--- src/rtl/vga_pkg.sv ---
// Purpose : shared text-mode geometry defaults and sequencer state encoding.
// Latency : n/a (package only).
// Backpressure: n/a (package only).
//
// Contents:
//   *_DEF       default geometry for 640x400 text mode (80x25 cells of 8x16 pixels)
//   seq_state_t frame sequencer states
//   cnt_w()     width of an index counter for n positions (at least 1 bit)
package vga_pkg;

  localparam int ADDR_W_DEF  = 11;
  localparam int H_CHARS_DEF = 80;
  localparam int V_ROWS_DEF  = 25;
  localparam int CHAR_W_DEF  = 8;
  localparam int CHAR_H_DEF  = 16;

  typedef enum logic [1:0] {
    WAIT_SOF = 2'd0,
    ACTIVE   = 2'd1,
    DONE     = 2'd2
  } seq_state_t;

  // A 1-position counter still needs a 1-bit port to stay a legal vector.
  function automatic int cnt_w(input int n);
    return (n <= 1) ? 1 : $clog2(n);
  endfunction

endpackage

--- src/rtl/vga_vram_pos.sv ---
// Purpose : loadable VRAM position counter; holds the address of the cell under the beam.
// Latency : load or increment visible one clock after the strobe.
// Backpressure: none; load has priority over enable, otherwise holds.
//
// Ports:
//   i_clk      clock
//   i_ld_h     load i_ld_data (also used as the reset path by the parent)
//   i_en_h     advance position by one, modulo 2**ADDR_W
//   i_ld_data  value to load
//   o_pos      registered position
module vga_vram_pos
  import vga_pkg::*;
#(
  parameter int ADDR_W = ADDR_W_DEF
) (
  input  logic              i_clk,
  input  logic              i_ld_h,
  input  logic              i_en_h,
  input  logic [ADDR_W-1:0] i_ld_data,
  output logic [ADDR_W-1:0] o_pos
);

  logic [ADDR_W-1:0] r_pos;

  // No reset input: the parent forces a load of zero while its reset is high.
  always_ff @(posedge i_clk) begin
    if (i_ld_h) begin
      r_pos <= i_ld_data;
    end else if (i_en_h) begin
      r_pos <= r_pos + ADDR_W'(1);
    end
  end

  assign o_pos = r_pos;

endmodule

--- src/rtl/vga_vram_addr_seq.sv ---
// Purpose : sequences the text-mode VRAM cell address from VGA timing strobes, with per-frame scroll origin.
// Latency : i_sof / i_eol / last pixel of a cell -> new o_vram_addr one clock later; all outputs registered.
// Backpressure: none; strobes are consumed every cycle, i_pix_en qualifies pixel advance only.
//
// Ports:
//   i_clk, i_rst          clock, synchronous active-high reset
//   i_pix_en              pixel clock enable
//   i_sof                 start-of-frame pulse (restarts the frame from any state)
//   i_hactive             horizontal active region
//   i_eol                 end-of-active-line pulse
//   i_start_addr          scroll origin, sampled only on i_sof
//   o_vram_addr           address of the current character cell
//   o_addr_valid          high while the frame is in its active text area
//   o_char_x              pixel index within the cell
//   o_font_row            scanline within the character row
//   o_text_row            text row index
module vga_vram_addr_seq
  import vga_pkg::*;
#(
  parameter int ADDR_W  = ADDR_W_DEF,
  parameter int H_CHARS = H_CHARS_DEF,
  parameter int V_ROWS  = V_ROWS_DEF,
  parameter int CHAR_W  = CHAR_W_DEF,
  parameter int CHAR_H  = CHAR_H_DEF
) (
  input  logic                       i_clk,
  input  logic                       i_rst,
  input  logic                       i_pix_en,
  input  logic                       i_sof,
  input  logic                       i_hactive,
  input  logic                       i_eol,
  input  logic [ADDR_W-1:0]          i_start_addr,
  output logic [ADDR_W-1:0]          o_vram_addr,
  output logic                       o_addr_valid,
  output logic [cnt_w(CHAR_W)-1:0]   o_char_x,
  output logic [cnt_w(CHAR_H)-1:0]   o_font_row,
  output logic [cnt_w(V_ROWS)-1:0]   o_text_row
);

  localparam int CX_W = cnt_w(CHAR_W);
  localparam int FR_W = cnt_w(CHAR_H);
  localparam int TR_W = cnt_w(V_ROWS);

  localparam logic [CX_W-1:0]   CX_LAST    = CX_W'(CHAR_W - 1);
  localparam logic [FR_W-1:0]   FR_LAST    = FR_W'(CHAR_H - 1);
  localparam logic [TR_W-1:0]   TR_LAST    = TR_W'(V_ROWS - 1);
  localparam logic [ADDR_W-1:0] ROW_STRIDE = ADDR_W'(H_CHARS);

  seq_state_t        r_state;
  seq_state_t        w_state_nxt;
  logic [ADDR_W-1:0] r_row_base;
  logic [CX_W-1:0]   r_char_x;
  logic [FR_W-1:0]   r_font_row;
  logic [TR_W-1:0]   r_text_row;

  logic              w_in_active;
  logic              w_eol_act;
  logic              w_pix_act;
  logic              w_cell_end;
  logic              w_row_done;
  logic [ADDR_W-1:0] w_next_base;
  logic              w_ld;
  logic [ADDR_W-1:0] w_ld_data;

  // ---------------------------------------------------------------------------
  // Strobe decode. i_sof masks everything else; i_eol masks pixel advance, so
  // a pixel coinciding with eol never bumps the counter past the reload.
  // ---------------------------------------------------------------------------
  assign w_in_active = (r_state == ACTIVE);
  assign w_eol_act   = w_in_active & i_eol & ~i_sof;
  assign w_pix_act   = w_in_active & ~i_sof & ~i_eol & i_pix_en & i_hactive;
  assign w_cell_end  = w_pix_act & (r_char_x == CX_LAST);
  assign w_row_done  = (r_font_row == FR_LAST);
  assign w_next_base = r_row_base + ROW_STRIDE;

  assign w_ld = i_rst | i_sof | w_eol_act;

  // On the last scanline of a text row the counter takes the advanced base
  // directly, in the same cycle that r_row_base itself is updated.
  always_comb begin
    w_ld_data = r_row_base;
    if (i_rst) begin
      w_ld_data = '0;
    end else if (i_sof) begin
      w_ld_data = i_start_addr;
    end else if (w_row_done) begin
      w_ld_data = w_next_base;
    end
  end

  vga_vram_pos #(
    .ADDR_W (ADDR_W)
  ) u_pos (
    .i_clk     (i_clk),
    .i_ld_h    (w_ld),
    .i_en_h    (w_cell_end),
    .i_ld_data (w_ld_data),
    .o_pos     (o_vram_addr)
  );

  // ---------------------------------------------------------------------------
  // Frame FSM
  // ---------------------------------------------------------------------------
  always_comb begin
    w_state_nxt = r_state;
    if (i_sof) begin
      w_state_nxt = ACTIVE;
    end else if (w_eol_act && w_row_done && (r_text_row == TR_LAST)) begin
      w_state_nxt = DONE;
    end
  end

  always_ff @(posedge i_clk) begin
    if (i_rst) begin
      r_state <= WAIT_SOF;
    end else begin
      r_state <= w_state_nxt;
    end
  end

  // ---------------------------------------------------------------------------
  // Cell / scanline / row counters and row base
  // ---------------------------------------------------------------------------
  always_ff @(posedge i_clk) begin
    if (i_rst) begin
      r_row_base <= '0;
      r_char_x   <= '0;
      r_font_row <= '0;
      r_text_row <= '0;
    end else if (i_sof) begin
      r_row_base <= i_start_addr;
      r_char_x   <= '0;
      r_font_row <= '0;
      r_text_row <= '0;
    end else if (w_eol_act) begin
      r_char_x <= '0;
      if (w_row_done) begin
        r_font_row <= '0;
        r_text_row <= r_text_row + TR_W'(1);
        r_row_base <= w_next_base;
      end else begin
        r_font_row <= r_font_row + FR_W'(1);
      end
    end else if (w_pix_act) begin
      if (r_char_x == CX_LAST) begin
        r_char_x <= '0;
      end else begin
        r_char_x <= r_char_x + CX_W'(1);
      end
    end
  end

  assign o_addr_valid = (r_state == ACTIVE);
  assign o_char_x     = r_char_x;
  assign o_font_row   = r_font_row;
  assign o_text_row   = r_text_row;

endmodule
--- config.mk ---
export PLATFORM = sky130hd
export DESIGN_NAME = vga_vram_addr_seq
export DESIGN_NICKNAME = d
export VERILOG_FILES = /design/src/rtl/vga_pkg.sv /design/src/rtl/vga_vram_pos.sv /design/src/rtl/vga_vram_addr_seq.sv
export SDC_FILE = /design/constraint.sdc
export NUM_CORES = 1
export LEC_CHECK = 0
export CORE_MARGIN = 5
export CORE_UTILIZATION = 45
export CTS_CLUSTER_DIAMETER = 60
export DETAILED_ROUTE_END_ITERATION = 7
export DONT_BUFFER_PORTS = 1
export GPL_TIMING_DRIVEN = 0
export HOLD_SLACK_MARGIN = 0.03
export PLACE_DENSITY = 0.6
export SLEW_MARGIN = 20
export SYNTH_ARGS = -nofsm -noshare
export SYNTH_HDL_FRONTEND = slang
export SYNTH_SLANG_ARGS = --single-unit
--- constraint.sdc ---
create_clock -name i_clk -period 2.82 [get_ports i_clk]
set_clock_uncertainty 0.15 [all_clocks]
set_input_delay 0.141 -clock i_clk [delete_from_list [all_inputs] [get_ports i_clk]]
set_output_delay 0.141 -clock i_clk [all_outputs]
set_load 0.05 [all_outputs]
==> results of run 1 <==
## report_power, final
part	total, mW	switching [mW]	internal, mW
Combinational	0.111	0.0599	0.0515
Clock	0.360	0.188	0.171
Sequential	0.653	0.0886	0.565
## cells in the mapped netlist
cell type / number / share of area [%]
nand2_1: 36 / 7.2
dfxtp_1: 25 / 27
nor2_1: 19 / 3.8
a21oi_1: 13 / 3.5
edfxtp_1: 11 / 18
xnor2_1: 10 / 4.7
nand3_1: 9 / 2.4
inv_1: 8 / 1.6
o21ai_0: 8 / 2.1
xor2_1: 8 / 3.8
ha_1: 7 / 4.7
mux2i_1: 5 / 2.7
nor3_1: 5 / 1.3
o211ai_1: 5 / 2.0
o221ai_1: 3 / 1.4
a21o_1: 2 / 0.80
a2bb2oi_1: 2 / 0.94
buf_2: 2 / 0.54
clkbuf_1: 2 / 0.40
nand4_1: 2 / 0.67
o21a_1: 2 / 0.80
a22o_1: 1 / 0.47
a311o_1: 1 / 0.54
a311oi_1: 1 / 0.47
a31o_2: 1 / 0.47
and2_1: 1 / 0.34
and2b_1: 1 / 0.40
and3_1: 1 / 0.34
and3_4: 1 / 0.60
and3b_2: 1 / 0.54
and4b_1: 1 / 0.54
and4bb_4: 1 / 0.87
buf_6: 1 / 0.60
clkbuf_2: 1 / 0.27
nand3_4: 1 / 0.94
nand3b_1: 1 / 0.40
nand4b_1: 1 / 0.47
nor2b_1: 1 / 0.34
nor4_1: 1 / 0.34
or2_2: 1 / 0.34
or3_1: 1 / 0.34
or4_1: 1 / 0.40
## cell usage in the layout, fill, tap and decap left out, types with 7 or more instances in the layout
cell / instances
nand2_1: 36
xnor2_1: 10
ha_1: 7
dfxtp_1: 25
nand3_1: 9
dlygate4sd3_1: 12
o21ai_0: 7
a21oi_1: 13
edfxtp_1: 11
nor2_1: 19
inv_1: 8
xor2_1: 8
## cells by family after synthesis
family                   Yosys count  synth area share (%)
AND/OR/NAND/NOR                   86                  22.7
AO/OA/AOI/OAI                     39                  13.5
flip-flops                        36                  44.5
XOR/XNOR                          18                  8.45
buffers and inverters             14                  3.42
adder cells (fa/ha/maj)            7                  4.69
multiplexers                       5                  2.68
## worst paths after layout
kind / slack, ps / depth (start not counted) / endpoint
max: 530 / 6 / u_pos.o_pos[4]
min: 50 / 3 / r_state[0]
max reg2reg: 530 / 6 / u_pos.o_pos[4]
min reg2reg: 310 / 2 / r_row_base[0]
## registers in the layout (all words and copies together), names as in the netlist
register     count
o_char_x         3
o_font_row       4
o_text_row       5
r_row_base      11
r_state          2
u_pos.o_pos     11
## worst reg2reg max path, cell delays in order, from the launching register on
cell	delay [ps]
dfxtp_1	700
ha_1	320
and3_4	230
buf_6	160
xnor2_1	130
a2bb2oi_1	230
o21ai_0	120
## through the flow
stage	instance area, um2	hold slack [ps]	power [mW]	setup slack (ps)	util (%)
floorplan	1870	114	0.735	296	-
global placement	1930	131	0.759	-184	48.2
detailed placement	1940	138	0.763	518	48.4
CTS	2140	48.4	1.13	512	53.5
global route	2140	82.4	1.17	404	53.5
finish	2140	53.6	1.12	527	53.5
## routing by layer
| metal | GRT usage [%] | share of wire, % |
|---|---|---|
| met5 | 0 | 0 |
| met4 | 5.93 | 2.5 |
| met3 | 6.22 | 6.8 |
| met2 | 26.3 | 47 |
| met1 | 19.9 | 44 |
## cell type report
type	count	area share, %
Sequential cell	36	38.8
Clock buffer	6	3.39
Tap cell	50	2.92
Buffer	6	1.58
Timing Repair Buffer	13	5.96
Clock inverter	2	0.526
Multi-Input combinational cell	155	45.4
Inverter	8	1.40
==> flow_summary.yaml, run 1 <==
floorplanning:
  boundaryPins: 41
  dieArea_um2: 5530
  fp.dieW_um: 74.4
  core_um2: 4000
  num_rows: 23
  die_h_um: 74.4
  initial_core_util_pct: 46.6
worst_hold_path:
  hp-class: "in2reg"
  worstHoldStart: "i_sof"
finish:
  layout-drive-gt1-share_pct: 7.52
  final_nets: 249
  multiInputGateArea_um2: 971
  syn2layout_area_growth_pct: 14.7
  diodes: 0
  n_fill_cell: 359
  regArea_um2: 831
  stdcell_count: 276
worst_setup_path:
  arrival_ps: 2170
  reg2reg_from: "o_font_row[0]"
  worst-path-max-fanout: 10
  cp.required_ps: 2700
  path_buf_inv: 1
  crit_path_start_kind: "flop"
  slowest_stage: "dfxtp_1"
  slowest_delay_ps: 700
  path_class: "reg2reg"
  critical_path.startpoint: "o_font_row[0]"
  end_kind: "flop"
  critPathTopFamily: "flip-flops"
  crit_chain: "ha_1, and3_4, buf_6, xnor2_1, a2bb2oi_1, o21ai_0"
sta:
  post-route-period-util_pct: 81.3
  hold_viol: 0
  slew_viol_final: 0
  slew_headroom_pct: 56.7
  maxClockFrequency_ghz: 0.436
  worstMarginPinSlew_ps: 648
  setup_viol: 0
  setup_tns_ps: 0
  grt_setup_unrepaired: "no"
  finalCriticalPeriod_ps: 2290
placement:
  gp_congestion: 0.829
  port_buffers: 0
  placedCellCount: 256
  dpl.hpwl_mm: 3.14
pwr:
  ir_drop_mv: 0.343
  cellLeakagePower_nw: 0.795
  power_density_nw_per_um2: 526
detailed_routing:
  drtIter0Drc: 40
  vias: 1546
  via_per_inst: 5.60
  drt.antenna.violating_nets: 0
  wl_mm: 4.13
  drc: 0
  dr.pass1.iters: 4
  wl_per_cell_um: 14.9
yosys:
  synth_cell_type_count: 42
  synth.avg_cell_area_um2: 9.10
  synth_seq_cells: 36
  synth-seq-area-share_pct: 44.5
  synth_area_um2: 1870
  synth_fp_nets: 229
  ys_warn_count: 0
  syn_inst: 205
clock_network:
  post_cts_buffers: 0
  tritoncts: "done"
  clk_latency_ps: 290
  root_buffer: "clkbuf_8"
  holdBufCountCts: 12
  cts_buffers: 5
  path_clk_slew_ps: 80
  htree_num_levels: 2
  clk_path_buf_depth: 2
  post_cts_resize_count: 0
  cts.sinks: 36
job:
  drv_cap: 0
global_routing:
  antenna_found_initial: 0
  grt_max_degree: 12
  grt_pass1_wl_mm: 6.95
  grt.overflow.total: 0
  grt_pass1_vias: 1519
  track_usage_pct: 16.3
outcome:
  outcome: "complete, no violations"
(Power assumes the default switching activity.)
==> run 2, diff against run 1 <==
--- a/config.mk
+++ b/config.mk
@@ -12,7 +12,7 @@
 export DONT_BUFFER_PORTS = 1
 export GPL_TIMING_DRIVEN = 0
 export HOLD_SLACK_MARGIN = 0.03
-export PLACE_DENSITY = 0.6
+export PLACE_DENSITY = 0.62
 export SLEW_MARGIN = 20
 export SYNTH_ARGS = -nofsm -noshare
 export SYNTH_HDL_FRONTEND = slang
==> constraint.sdc (replaced) <==
create_clock -name i_clk -period 1.88 [get_ports i_clk]
set_clock_uncertainty 0.15 [all_clocks]
set_input_delay 0.094 -clock i_clk [delete_from_list [all_inputs] [get_ports i_clk]]
set_output_delay 0.094 -clock i_clk [all_outputs]
set_load 0.05 [all_outputs]
==> run 2 against run 1 <==
- the flow now finishes with violations (setup timing)
- sequential cell count stayed put
- final cell count is 3.6% higher
- fmax is 15% higher
- sequential share of layout area is 3.0 points lower
- wire length is 9.2% higher
- die area stayed put
- combinational power is 78% higher
- first-iteration DRC count is 40% higher
- sequential power is 51% higher
- critical path depth is 2 lower
- total power is 52% higher
- largest power group unchanged
==> flow_summary.yaml, run 2 (synthesis results as in run 1) <==
global_routing:
  grt.overflow.total: 0
  grt_pass1_vias: 1563
  track_usage_pct: 17.8
  grt_pass1_wl_mm: 7.45
  antenna_found_initial: 0
  grt_max_degree: 11
sta:
  post-route-period-util_pct: 106
  worstMarginPinSlew_ps: 714
  slew_viol_final: 0
  maxClockFrequency_ghz: 0.501
  slew_headroom_pct: 52.4
  grt_setup_unrepaired: "yes"
  setup_ws_ps: -117
  setup_viol: 7
  hold_viol: 0
  finalCriticalPeriod_ps: 2000
finish:
  final_nets: 259
  layout_commonest_cell: "nand2_1"
  post-route-util_pct: 59.0
  mostFrequentLayoutCells: "34 x nand2_1, 18 x dfxtp_1, 17 x nor2_1"
  layout-drive-gt1-share_pct: 19.9
  diodes: 0
  syn2layout_area_growth_pct: 26.5
detailed_routing:
  dr.pass1.iters: 4
  via_per_inst: 5.57
  met3WireLength_um: 364
  met2_wirelength_mm: 2.22
  wl_mm: 4.51
  drt.antenna.violating_nets: 0
  highest_layer: "met4"
  drtIter0Drc: 56
  met1_length_mm: 1.83
  drc: 0
  vias: 1592
  wl_per_cell_um: 15.8
floorplanning:
  core_um2: 4000
  num_rows: 23
  boundaryPins: 41
  fp.dieW_um: 74.4
  initial_core_util_pct: 46.6
  die_h_um: 74.4
  dieArea_um2: 5530
worst_setup_path:
  slowest_delay_ps: 800
  arrival_ps: 1860
  crit_chain: "nand3_2, nor3_1, xnor2_1, o221ai_1"
  worst-path-max-fanout: 5
  crit_path_start_kind: "flop"
  slowest_stage: "edfxtp_1"
  path_class: "reg2reg"
  reg2reg_from: "u_pos.o_pos[2]"
  rr_worst_depth: 4
  rrSetupSlack_ps: -120
  cp.required_ps: 1750
  end_kind: "flop"
  rr_endpoint: "u_pos.o_pos[7]"
clock_network:
  clk_latency_ps: 290
  htree_num_levels: 2
  cts.sinks: 36
  path_clk_slew_ps: 70
  root_buffer: "clkbuf_8"
  cts_buffers: 5
  clk_path_buf_depth: 2
  tritoncts: "done"
placement:
  port_buffers: 0
  dpl.hpwl_mm: 3.22
  dp_slack_ps: -211
  gp_congestion: 0.830
worst_hold_path:
  hp-class: "in2reg"
  hold_end: "o_text_row[1]"
  worstHoldStart: "i_sof"
  hold_depth: 3
job:
  drv_cap: 0
pwr:
  power_density_nw_per_um2: 724
  cellLeakagePower_nw: 0.881
  power_mw: 1.71
  ir_drop_mv: 0.393
outcome:
  violations: "setup timing"
  outcome: "complete, but fails checks"
==> run 2: metrics by stage <==
stage               std cells  instance area, um2  hold slack [ps]  TNS [ps]
floorplan                 205                1890             67.2     -38.1
global placement          255                1950             85.0     -2510
detailed placement        255                1950             90.1     -3200
CTS                       283                2250             34.0      -912
global route              286                2360             43.3     -1210
finish                    286                2360             35.8      -487
==> run 2: worst max path at each step <==
stage,start,endpoint,slack [ps],cells past startpoint
floorplan,u_pos.o_pos[0],u_pos.o_pos[10],-20,5
CTS,u_pos.o_pos[2],u_pos.o_pos[7],-180,4
global route,u_pos.o_pos[0],u_pos.o_pos[8],-210,5
global placement,u_pos.o_pos[0],u_pos.o_pos[10],-190,5
finish,u_pos.o_pos[2],u_pos.o_pos[7],-120,4
detailed placement,u_pos.o_pos[0],u_pos.o_pos[8],-210,5
==> run 2: cell type report <==
class                      count  area, um2
inverter                       8       30.0
timing repair buffer          23        211
fill                         343       1640
clock buffer                   7       76.3
clock inverter                 1       3.75
tap                           50       62.6
multi-input combinational    155       1090
sequential                    36        845
buffer                         6       38.8
==> run 2: what timing repair did <==
item                                   in CTS  in global routing
setup endpoints to repair                  20                 25
hold buffers                               14                  0
setup buffers                               6                  3
gates cloned                                0                  0
pin swaps                                   4                  8
endpoints found under the hold margin      22                  0
gates resized for setup                     8                 22
==> run 2: layer usage <==
layer / up-vias / track usage [%]
met4: 0 / 7.51
met3: 8 / 7.03
met1: 753 / 21.1
met5: - / 0
li1: 777 / -
met2: 54 / 28.6
==> run 2: report_power, final <==
group / total, mW / leakage [nW] / switching, mW / internal [mW]
combinational: 0.198 / 0.512 / 0.101 / 0.0961
clock: 0.522 / 0.0399 / 0.264 / 0.258
sequential: 0.989 / 0.329 / 0.144 / 0.845
==> run 2: worst max-delay path, delay by kind of cell (launching register included) <==
kind,cells,cell delay (ps)
XOR/XNOR,1,150
AND/OR/NAND/NOR,2,480
AO/OA/AOI/OAI,1,150
flip-flops,1,800
==> run 3, diff against run 2 <==
--- a/config.mk
+++ b/config.mk
@@ -12,7 +12,6 @@
 export DONT_BUFFER_PORTS = 1
 export GPL_TIMING_DRIVEN = 0
 export HOLD_SLACK_MARGIN = 0.03
-export PLACE_DENSITY = 0.62
 export SLEW_MARGIN = 20
 export SYNTH_ARGS = -nofsm -noshare
 export SYNTH_HDL_FRONTEND = slang
==> run 3 against run 2 <==
- the run still ends with setup timing left
- combinational power up 2%
- via count down 1.4%
- non-clock buffer count down 1
- critical path type unchanged
- critical endpoint is now u_pos.o_pos[8]
- largest power group unchanged
==> flow_summary.yaml, run 3 (synthesis results as in run 1) <==
detailed_routing:
  drt.antenna.violating_nets: 0
  via_per_inst: 5.51
  drc: 0
  drtIter0Drc: 66
  dr.pass1.iters: 4
  wl_per_cell_um: 15.7
  vias: 1570
  wl_mm: 4.47
floorplanning:
  core_um2: 4000
  fp.dieW_um: 74.4
  initial_core_util_pct: 46.6
  num_rows: 23
  die_h_um: 74.4
  boundaryPins: 41
  dieArea_um2: 5530
finish:
  final_nets: 258
  post-route-util_pct: 59.6
  diodes: 0
  layout-drive-gt1-share_pct: 20.9
  n_fill_cell: 336
  layout_commonest_cell: "nand2_1"
  syn2layout_area_growth_pct: 27.8
  mostFrequentLayoutCells: "34 x nand2_1, 18 x nor2_1, 18 x dfxtp_1"
worst_setup_path:
  cp.required_ps: 1750
  rrSetupSlack_ps: -80
  arrival_ps: 1830
  crit_path_start_kind: "flop"
  reg2reg_from: "u_pos.o_pos[0]"
  rr_worst_depth: 5
  path_class: "reg2reg"
  worst-path-max-fanout: 4
  end_kind: "flop"
  rr_endpoint: "u_pos.o_pos[8]"
global_routing:
  grt_max_degree: 12
  grt.overflow.total: 0
  grt_pass1_vias: 1572
  grt_pass1_wl_mm: 7.13
  antenna_found_initial: 0
  track_usage_pct: 16.9
placement:
  dpl.hpwl_mm: 3.16
  dp_slack_ps: -207
  port_buffers: 0
  gp_congestion: 0.830
clock_network:
  root_buffer: "clkbuf_8"
  htree_num_levels: 2
  cts.sinks: 36
  clk_latency_ps: 280
  cts_buffers: 5
  tritoncts: "done"
  path_clk_slew_ps: 70
  clk_path_buf_depth: 2
job:
  drv_cap: 0
sta:
  hold_viol: 0
  setup_viol: 7
  slew_headroom_pct: 52.3
  grt_setup_unrepaired: "yes"
  finalCriticalPeriod_ps: 1960
  setup_ws_ps: -77.8
  post-route-period-util_pct: 104
  worstMarginPinSlew_ps: 715
  slew_viol_final: 0
  maxClockFrequency_ghz: 0.511
pwr:
  power_density_nw_per_um2: 718
  ir_drop_mv: 0.481
  cellLeakagePower_nw: 0.898
outcome:
  outcome: "complete, but fails checks"
  violations: "setup timing"
worst_hold_path:
  hp-class: "in2reg"
  hold_end: "o_char_x[0]"
  worstHoldStart: "i_hactive"
  hold_depth: 4
==> run 3: cell types whose count changed in the layout (fill, tap and decap cells not counted), sizes merged <==
| cell | change |
|---|---|
| buf | -1 |
==> run 3: metrics by stage <==
| stage | std cells | hold WS (ps) | setup TNS, ps | instance area, um2 | power [mW] |
|---|---|---|---|---|---|
| 2_1_floorplan | 205 | 67.2 | -38.1 | 1890 | 1.10 |
| 3_3_place_gp | 255 | 94.8 | -2610 | 1950 | 1.14 |
| 3_5_place_dp | 255 | 104 | -3120 | 1950 | 1.14 |
| 4_1_cts | 282 | 40.2 | -543 | 2310 | 1.71 |
| 5_1_grt | 285 | 60.1 | -957 | 2380 | 1.80 |
| 6_report | 285 | 46.7 | -224 | 2380 | 1.71 |
==> run 3: worst max-delay path by stage <==
stage / slack (ps) / end / depth (start not counted) / start
floorplan: -20 / u_pos.o_pos[10] / 5 / u_pos.o_pos[0]
global placement: -190 / u_pos.o_pos[10] / 5 / u_pos.o_pos[0]
detailed placement: -210 / u_pos.o_pos[10] / 5 / u_pos.o_pos[0]
CTS: -130 / u_pos.o_pos[10] / 5 / u_pos.o_pos[0]
global route: -180 / u_pos.o_pos[8] / 5 / u_pos.o_pos[0]
finish: -80 / u_pos.o_pos[8] / 5 / u_pos.o_pos[0]
==> run 3: where the power goes <==
| part | total [mW] | switching [mW] | internal (mW) | leakage (nW) |
|---|---|---|---|---|
| logic | 0.202 | 0.104 | 0.0982 | 0.526 |
| clock network | 0.520 | 0.260 | 0.260 | 0.0422 |
| registers | 0.991 | 0.145 | 0.845 | 0.329 |
==> run 3: routing by layer <==
layer	part of all wire [%]	wire (um)	global-route usage (%)	vias to the layer above
li1	-	-	-	777
met1	41	1810	20.4	733
met2	50	2250	27.8	48
met3	6.6	296	5.95	12
met4	2.4	107	6.52	0
met5	0	0	0	-
==> run 3: critical path, stage by stage, from the launching register on <==
cell and delay, ps:
edfxtp_1 770, ha_4 250, nand2_4 80, nor3_4 170, xnor2_1 140, o221ai_1 130
==> run 3: area by class of cell <==
type	instances	area (um2)	share of cell area, %
Clock buffer	7	76.3	3.20
Inverter	8	30.0	1.26
Timing Repair Buffer	22	213	8.92
Clock inverter	1	5.00	0.210
Sequential cell	36	845	35.4
Multi-Input combinational cell	155	1110	46.7
Buffer	6	38.8	1.63
Tap cell	50	62.6	2.62
==> run 3: timing repair <==
item | CTS | global route
endpoints found under the setup margin | 20 | 23
buffers inserted | 5 | 3
endpoints found under the hold margin | 22 | 0
pin swaps | 7 | 5
resized for setup | 19 | 14
hold buffers | 14 | 0
cloned | 0 | 0
